$ cat config.mk
export PLATFORM = sky130hd
export DESIGN_NAME = serial_adder_ctrl
export DESIGN_NICKNAME = d
export VERILOG_FILES = /design/src/rtl/serial_adder_ctrl_pkg.sv /design/src/rtl/serial_adder_ctrl_fulladder.sv /design/src/rtl/serial_adder_ctrl.sv
export SDC_FILE = /design/constraint.sdc
export NUM_CORES = 1
export LEC_CHECK = 0
export CORE_AREA = 4 4 72 74
export CTS_CLUSTER_DIAMETER = 30
export DETAILED_ROUTE_END_ITERATION = 8
export DIE_AREA = 0 0 76 78
export PLACE_DENSITY = 0.74
export SETUP_SLACK_MARGIN = 0.02
export SKIP_CTS_REPAIR_TIMING = 1
export SYNTH_ARGS = -nofsm -noshare
export SYNTH_HDL_FRONTEND = slang
export SYNTH_HIERARCHICAL = 1
export SYNTH_SLANG_ARGS = --single-unit
$ cat constraint.sdc
create_clock -name clk -period 1.8 [get_ports clk]
set_input_delay 0.36 -clock clk [delete_from_list [all_inputs] [get_ports clk]]
set_output_delay 0.36 -clock clk [all_outputs]
set_load 0.005 [all_outputs]
$ cat src/rtl/serial_adder_ctrl_pkg.sv
// Shared encodings for the serial add/sub controller: FSM states and op select.
package serial_adder_ctrl_pkg;

  typedef enum logic [1:0] {
    ST_IDLE = 2'd0,
    ST_RUN  = 2'd1,
    ST_DONE = 2'd2
  } state_t;

  localparam logic OP_ADD = 1'b0;
  localparam logic OP_SUB = 1'b1;

endpackage

$ cat src/rtl/serial_adder_ctrl_fulladder.sv
// Single-bit full adder cell, time-shared by the serial add/sub controller.
module fulladder (
  input  logic a,
  input  logic b,
  input  logic c_in,
  output logic sum,
  output logic c_out
);

  assign sum   = a ^ b ^ c_in;
  assign c_out = (a & b) | (a & c_in) | (b & c_in);

endmodule

$ cat src/rtl/serial_adder_ctrl.sv
// Bit-serial add/subtract: one full adder cell evaluated LSB first, once per clock,
// with operands latched on start and result/carry/overflow returned with a done pulse.
module serial_adder_ctrl
  import serial_adder_ctrl_pkg::*;
#(
  parameter int WIDTH = 8
) (
  input  logic             clk,
  input  logic             rst,
  input  logic             start,
  input  logic             sub,
  input  logic [WIDTH-1:0] a,
  input  logic [WIDTH-1:0] b,
  output logic             busy,
  output logic             done,
  output logic [WIDTH-1:0] sum,
  output logic             c_out,
  output logic             overflow
);

  localparam int CNT_W = $clog2(WIDTH);

  state_t             state, next_state;
  logic [WIDTH-1:0]   a_sh, b_sh, res;
  logic [CNT_W-1:0]   cnt;
  logic               carry, carry_msb_in;
  logic               fa_s, fa_co;
  logic               last_bit;

  assign last_bit = (cnt == CNT_W'(WIDTH - 1));

  fulladder u_fa (
    .a     (a_sh[0]),
    .b     (b_sh[0]),
    .c_in  (carry),
    .sum   (fa_s),
    .c_out (fa_co)
  );

  always_ff @(posedge clk or posedge rst) begin
    if (rst) state <= ST_IDLE;
    else     state <= next_state;
  end

  always_comb begin
    next_state = state;
    case (state)
      ST_IDLE: if (start) next_state = ST_RUN;
      ST_RUN:  if (last_bit) next_state = ST_DONE;
      ST_DONE: next_state = ST_IDLE;
      default: next_state = ST_IDLE;
    endcase
  end

  always_comb begin
    busy = (state == ST_RUN);
    done = (state == ST_DONE);
  end

  // Subtraction is a + ~b + 1: invert B at load and seed the carry with 1.
  always_ff @(posedge clk or posedge rst) begin
    if (rst) begin
      a_sh         <= '0;
      b_sh         <= '0;
      res          <= '0;
      cnt          <= '0;
      carry        <= 1'b0;
      carry_msb_in <= 1'b0;
      sum          <= '0;
      c_out        <= 1'b0;
      overflow     <= 1'b0;
    end else begin
      case (state)
        ST_IDLE: begin
          if (start) begin
            a_sh  <= a;
            b_sh  <= (sub == OP_SUB) ? ~b : b;
            carry <= (sub != OP_ADD);
            cnt   <= '0;
            res   <= '0;
          end
        end
        ST_RUN: begin
          res   <= {fa_s, res[WIDTH-1:1]};
          a_sh  <= a_sh >> 1;
          b_sh  <= b_sh >> 1;
          carry <= fa_co;
          cnt   <= cnt + 1'b1;
          if (cnt == CNT_W'(WIDTH - 2)) carry_msb_in <= fa_co;
          if (last_bit) begin
            sum      <= {fa_s, res[WIDTH-1:1]};
            c_out    <= fa_co;
            overflow <= fa_co ^ carry_msb_in;
          end
        end
        default: ;
      endcase
    end
  end

endmodule
==> results.json <==
{
  "setup_viol": 0,
  "overflow": 0,
  "initialDrtViolationCount": 72,
  "first_global_vias": 1285,
  "status": "completed",
  "worstPathCellList": "ha_1 > ha_1 > nand3b_2 > mux2_2",
  "fmax_ghz": 0.6197,
  "die_w_um": 76,
  "path_delay_family": "adder cells",
  "leakagePower_nw": 1.094,
  "yosysWarnings": 6,
  "post-dp-hpwl_mm": 2.452,
  "slowest_stage": "dfrtp_1",
  "row_count": 25,
  "irDropWorstVdd_mv": 0.8639,
  "area_growth_pct": 30.85,
  "n_fill_cell": 419,
  "post_dp_cell_area_mm2": 0.002198,
  "cts_root_buf": "clkbuf_8",
  "grt_usage_pct": 12.80,
  "clk_latency_ns": 0.29,
  "via_per_inst": 5.127,
  "clk_pin_slew_worst_paths_ns": 0.07,
  "relSlewSlack_pct": 74.07,
  "postLayoutCoreUtil_pct": 51.24,
  "grt_max_degree": 41,
  "io_buffers": 31,
  "hold_viol_final": 0,
  "pin_count": 32,
  "critPathArrivalTime_ns": 1.79,
  "worst_slew_pin_slew_ns": 0.3880,
  "syn_area_mm2": 0.001800,
  "fin_area_mm2": 0.002356,
  "clock_path_buffers": 2,
  "cts_inserted_buffers": 5,
  "dieArea_mm2": 0.005928,
  "cpPeakStageDelay_ns": 0.41,
  "path_buf_inv": 0,
  "ant_nets": 0,
  "die_h_um": 78,
  "drive_gt1_share_pct": 19.90,
  "cts.sinks": 40,
  "drt_wl_total_mm": 3.495,
  "core_mm2": 0.004598,
  "antenna_found_initial": 0,
  "fin_nets": 214,
  "post-route-period-util_pct": 89.65,
  "vias": 1256,
  "grt_pass1_wl_mm": 5.934,
  "dr.pass1.iters": 4,
  "end_kind": "flip-flop",
  "multi_input_area_um2": 721.9,
  "syn_avg_cell_area_um2": 11.85,
  "timing.max_cap.violations": 0,
  "syn_inst": 152,
  "path_class": "flip-flop to flip-flop",
  "cts_htree_levels": 2,
  "cp-start-kind": "flip-flop",
  "maxSlewViolCount": 0,
  "place_congestion": 0.7196,
  "hold_path.class": "primary input to async pin",
  "ys_seq_elements": 40,
  "p_per_area_mw_per_mm2": 1478,
  "fin_skew_ns": 0.004573,
  "ys_seq_area_share_pct": 55.59,
  "register_area_mm2": 0.001002,
  "drc": 0,
  "wl_per_cell_um": 14.27,
  "required_ns": 1.98,
  "cts_tree": "done",
  "layout_commonest_cell": "dfrtp_1",
  "finalSetupTns_ns": 0,
  "fin_crit_ns": 1.614,
  "start_util_pct": 39.16,
  "worstPathMaxFanout": 12,
  "rsz0062_at_grt": "false",
  "synth_nets": 176,
  "ys_types": 29,
  "n_antenna_cell": 0,
  "final_cell_mix": "dfrtp_1 (39), clkdlybuf4s50_1 (29), nand2_1 (14)",
  "critPathMostFrequentCell": "ha_1"
}
## kinds of logic after synthesis
logic type / synth area share (%)
buffers and inverters: 4.864
AOI/OAI and AO/OA: 15.15
and+or+nand+nor: 10.56
DFF: 55.59
xor gates and xnor gates: 4.378
adders and majority gates: 3.197
muxes: 6.254
## metal layers
layer | up-vias | wire, um | track usage (%)
met4 | 0 | 104 | 8.363
met2 | 35 | 1638 | 18.24
met3 | 9 | 165 | 3.248
li1 | 605 | - | -
met5 | - | 0 | 0
met1 | 607 | 1587 | 17.09
## flip-flops by register name, indices dropped and copies added, names as in the netlist
signal / count
b_sh: 8
carry: 1
carry_msb_in: 1
cnt: 3
sum: 8
a_sh: 8
state: 2
overflow: 1
res: 7
c_out: 1
## per-stage QoR
stage          power [mW]  hold slack [ns]  cells  setup slack (ns)
2_1_floorplan       2.200           0.4495    152            0.2684
3_3_place_gp        2.627           0.4614    235           0.05952
5_1_grt             3.754           0.4430    245            0.1020
3_5_place_dp        2.694           0.4714    235           0.02934
6_report            3.482           0.4177    245            0.1864
4_1_cts             3.492           0.4236    243          -0.09483
## worst register-to-register path, delay by kind of cell (launching register included)
family	cells	cell delay (ns)
fa+ha+maj	2	0.42
flops	1	0.41
mux	1	0.38
simple gates	1	0.28
## cell usage after synthesis
cell,count,area [um^2]
mux2_2,8,90.09
buf_4,1,7.510
a22oi_1,1,7.510
o21bai_4,1,18.77
o21ai_0,12,60.06
nor2_1,7,26.28
a32o_1,1,10.01
nor2b_1,1,6.260
xnor2_1,9,78.83
and3b_2,4,40.04
a21oi_1,8,40.04
a22o_1,8,70.07
nand3b_2,1,11.26
a221o_1,4,40.04
buf_2,5,25.02
inv_2,1,3.750
fa_1,1,20.02
buf_6,2,22.52
o211ai_1,2,15.01
or3b_1,1,8.760
a221o_2,1,11.26
dfrtp_1,40,1001
nand3_1,3,15.01
nand2_1,15,56.30
ha_1,3,37.54
clkbuf_2,2,10.01
and3b_1,3,26.28
mux2_1,2,22.52
inv_1,5,18.77
## final timing paths
kind                                      from                   end  slack (ns)  cells past startpoint
min in group clk           b_sh[7]$_DFFE_PP0P_   b_sh[7]$_DFFE_PP0P_        0.48                      2
hold reg to reg            b_sh[7]$_DFFE_PP0P_   b_sh[7]$_DFFE_PP0P_        0.48                      2
setup / recovery            cnt[0]$_DFFE_PP0P_    sum[2]$_DFFE_PP0P_        0.19                      4
hold / removal                             rst     c_out$_DFFE_PP0P_        0.42                      3
max in group asynchronous                  rst  state[0]$_DFFE_PP0P_        1.18                      3
setup reg to reg            cnt[0]$_DFFE_PP0P_    sum[2]$_DFFE_PP0P_        0.19                      4
## area by class of cell
type / count / area share [%]
flip-flops and latches: 40 / 42.54
inverters: 6 / 0.9559
clock buffers: 7 / 4.089
well taps: 54 / 2.868
clock inverters: 1 / 1.275
repair buffers: 41 / 17.63
multi-input cells: 96 / 30.64
## power by group
part | internal (mW) | leakage, nW | switching, mW
registers | 1.25 | 0.520 | 0.234
logic | 0.689 | 0.509 | 0.524
clock network | 0.489 | 0.0645 | 0.297
Power figures use the tool's default switching activity.
==> RTL edit 1: new RTL, same flow settings <==
Re-encode `state_t` (3 states) as one-hot, 3 bits wide.
--- a/src/rtl/serial_adder_ctrl_pkg.sv
+++ b/src/rtl/serial_adder_ctrl_pkg.sv
@@ -2,8 +2,8 @@
 package serial_adder_ctrl_pkg;
 
-  typedef enum logic [1:0] {
-    ST_IDLE = 2'd0,
-    ST_RUN  = 2'd1,
-    ST_DONE = 2'd2
+  typedef enum logic [2:0] {
+    ST_IDLE = 3'b001,
+    ST_RUN  = 3'b010,
+    ST_DONE = 3'b100
   } state_t;
 
Behaviour: same outputs for any inputs over 10 cycles, from zero or initial values and one cycle with rst high; not proved beyond that.
==> RTL edit 1 against the original RTL <==
  * Global-route usage down 0.62 points
  * Count of clock-buffer cells in the layout down 2
  * Sequential cell count up 1
  * Power down 18%
  * Non-clock buffer count unchanged
  * Wire length down 1.4%
  * Setup slack worse by 0.096 ns
  * Design area up 1.8%
  * Hold slack worse by 0.087 ns
  * Area after synthesis up 3.5%
  * Critical path depth up 2
==> RTL edit 1: results (changes against the original RTL) <==
global-route wire length before repair 5890 um (-0.71%); Leakage 1.13 nW (+3.5%); Avg Cell Area, Syn 12.8 um^2 (+7.8%); status finished clean; worst vdd ir 0.561 mV (-35%); met2 global-route usage 21.5% (+3.3 points); Total Nets Final 209 (-2.3%); WL final 3450 um (-1.4%); crit-path max FO 45 (+33); Synth top cells by count 40 x dfrtp_1, 16 x mux2i_1, 16 x nand2_1; Synth cell types 25 (-14%); cell family with most CP delay buffers and inverters; setup slack at placement 0.0114 ns (-0.0180 ns); global-route usage over all layers 12.2% (-0.62 points); Via density 5.05 (-1.4%); Mapped Nets 170 (-3.4%); maximum number of pins on one net before global-route repair 46 (+12%); met3 Usage GRT 3.60% (+0.35 points); Placed Instances 230 (-2.1%); Via Count 1,213 (-3.4%); Detail Placement HPWL 2550 um (+4.1%); Final period util 95.0% (+5.3 points); synth top area cells dfrtp_1 54%, mux2i_1 8.6%, mux2_4 7.2%; share of cells above drive strength 1 19.4% (-0.54 points); Final GP Congestion 0.760 (+5.6%); vias in the first global route 1,306 (+1.6%)
[RTL edit 1: report_power, final]
group	leakage [nW]	internal (mW)	switching, mW	total (mW)
logic	0.556	0.461	0.437	0.899
clock network	0.0439	0.268	0.314	0.582
registers	0.533	1.19	0.183	1.37
total	1.13	1.92	0.934	2.85
[RTL edit 1: cell families after synthesis]
group | synth area share, %
xor gates and xnor gates | 4.23
DFF | 55.1
buffers and inverters | 3.96
adders and majority gates | 3.09
AOI/OAI and AO/OA | 8.93
muxes | 17.7
and+or+nand+nor | 7.05
[RTL edit 1: path summary, 6_finish.rpt]
path                                from       end  cells after the start
worst min register to register  state[2]  state[1]                      1
worst min-delay path                 rst    cnt[1]                      2
min in group clk                state[2]  state[1]                      1
max in group asynchronous            rst    res[4]                      3
worst max-delay path            state[2]     c_out                      6
worst max register to register  state[2]     c_out                      6
[RTL edit 1: cell type report]
type,count,area (um^2),area share (%)
multi-input cells,92,771,32.1
inverters,4,15.0,0.626
clock inverters,3,17.5,0.730
repair buffers,41,432,18.0
well taps,54,67.6,2.82
flip-flops and latches,41,1030,42.8
clock buffers,5,68.8,2.87
[RTL edit 1: per-stage QoR]
step	hold slack (ns)	setup TNS, ns
floorplan	0.449	0
global placement	0.456	0
detailed placement	0.479	0
CTS	0.332	-0.216
global route	0.351	0
finish	0.331	0
[RTL edit 1: routing by layer]
layer / vias up / share of wire, %
met5: - / 0
met4: 0 / 1.0
met3: 5 / 4.9
met2: 29 / 51
met1: 596 / 42
li1: 583 / -
==> RTL edit 2: new RTL, same settings <==
Made on the original files. `WIDTH`: 8 -> 4.
--- a/src/rtl/serial_adder_ctrl.sv
+++ b/src/rtl/serial_adder_ctrl.sv
@@ -4,5 +4,5 @@
   import serial_adder_ctrl_pkg::*;
 #(
-  parameter int WIDTH = 8
+  parameter int WIDTH = 4
 ) (
   input  logic             clk,
Interface: changed (resized a, b and sum); port bits go from 32 to 20. The function was not compared with the original's and may differ.
==> RTL edit 2 against the original RTL <==
  * Area after synthesis down 39%
  * Final cell count decreased by 27%
  * Setup slack improved by 0.0097 ns
  * Non-clock buffer count shrank 12
  * Maximum frequency increased by 0.60%
  * Count of clock-buffer cells in the layout decreased by 3
  * Wire length is 38% lower
  * Sequential cell count fell by 17
  * Design area fell by 38%
  * Power is 39% lower
  * Critical path type unchanged
  * Largest cell class unchanged
==> RTL edit 2: results (changes against the original RTL) <==
worst hold slack 0.437 ns (+0.0195 ns); Worst Path Arrival 1.75 ns (-0.04 ns); starting DRC count in detailed routing 48 (-33%); global-route usage over all layers 7.38% (-5.4 points); Total Nets Final 142 (-34%); status finished clean; Synth cell types 26 (-10%); worst vdd ir 0.415 mV (-52%); post-synthesis sequential area ratio 52.4% (-3.2 points); crit-path max FO 10 (-2); vias in the first global route 831 (-35%); htree depth 1 (-1); biggest regs a_sh (4), b_sh (4), sum (4); global-route wire length before repair 3640 um (-39%); clock buffer count from CTS 3 (-2); cell family with most CP delay flip-flops; Setup Crit Path Kind reg -> reg; I/O Buffers 19 (-39%); Worst Setup SP state[1]; Leakage 0.679 nW (-38%); Sw Ratio 33.1% (+2.8 points); synth top area cells dfrtp_1 52%, mux2_2 6.2%, o21ai_0 4.1%; # fillers 462 (+10%); Skew-Pair Late Insertion Delay 0.26 ns (-0.03 ns); warnings from Yosys 6 (unchanged); Via density 4.47 (-13%); Max transition margin 74.3% (+0.28 points); Detail Placement HPWL 1590 um (-35%); wire per inst 12.0 um (-16%); maximum number of pins on one net before global-route repair 24 (-41%); Final GP Congestion 0.779 (+8.3%)
## RTL edit 2: power by group through the flow
| stage | Clock [mW] | Combinational (mW) | Sequential (mW) |
|---|---|---|---|
| floorplan | 0 | 0.554 | 0.849 |
| detailed placement | 0 | 0.855 | 0.896 |
| finish | 0.309 | 0.916 | 0.885 |
| global route | 0.345 | 1.01 | 0.919 |
| CTS | 0.315 | 0.861 | 0.888 |
| global placement | 0 | 0.829 | 0.885 |
## RTL edit 2: final cells by class
cell class                      count  area share, %
Timing Repair Buffer               29           18.5
Clock buffer                        4           3.08
Tap cell                           54           4.62
Sequential cell                    23           39.6
Inverter                            8           2.05
Multi-Input combinational cell     62           32.2
## RTL edit 2: worst register-to-register path: stages, from the launching register on
cell	delay, ns
dfrtp_2	0.44
buf_4	0.15
buf_4	0.16
nand3b_1	0.37
mux2_2	0.37
## RTL edit 2: cell families after synthesis
kind of cell	count (synthesis)	synth area share (%)
XOR/XNOR	5	3.99
AND/OR/NAND/NOR	21	10.9
multiplexers	7	7.06
flip-flops	23	52.4
AO/OA/AOI/OAI	26	16.1
buffers and inverters	13	5.47
adder cells (fa/ha/maj)	3	4.10
## RTL edit 2: per-stage QoR
step	TNS (ns)	std cells	area (um^2)	total power [mW]	setup slack [ns]
after floorplan	0	98	1100	1.40	0.507
after global placement	0	172	1370	1.71	0.204
after detailed placement	0	172	1370	1.75	0.188
after CTS	-0.0851	176	1420	2.06	-0.0851
after global routing	0	180	1460	2.27	0.130
final	0	180	1460	2.11	0.196
## RTL edit 2: layer usage
metal  vias to the layer above  track usage [%]  part of all wire, %
met3                         4             1.04                  3.7
met5                         -                0                    0
met1                       386             8.84                   46
li1                        398                -                    -
met2                        17             12.2                   48
met4                         0             4.98                  2.2
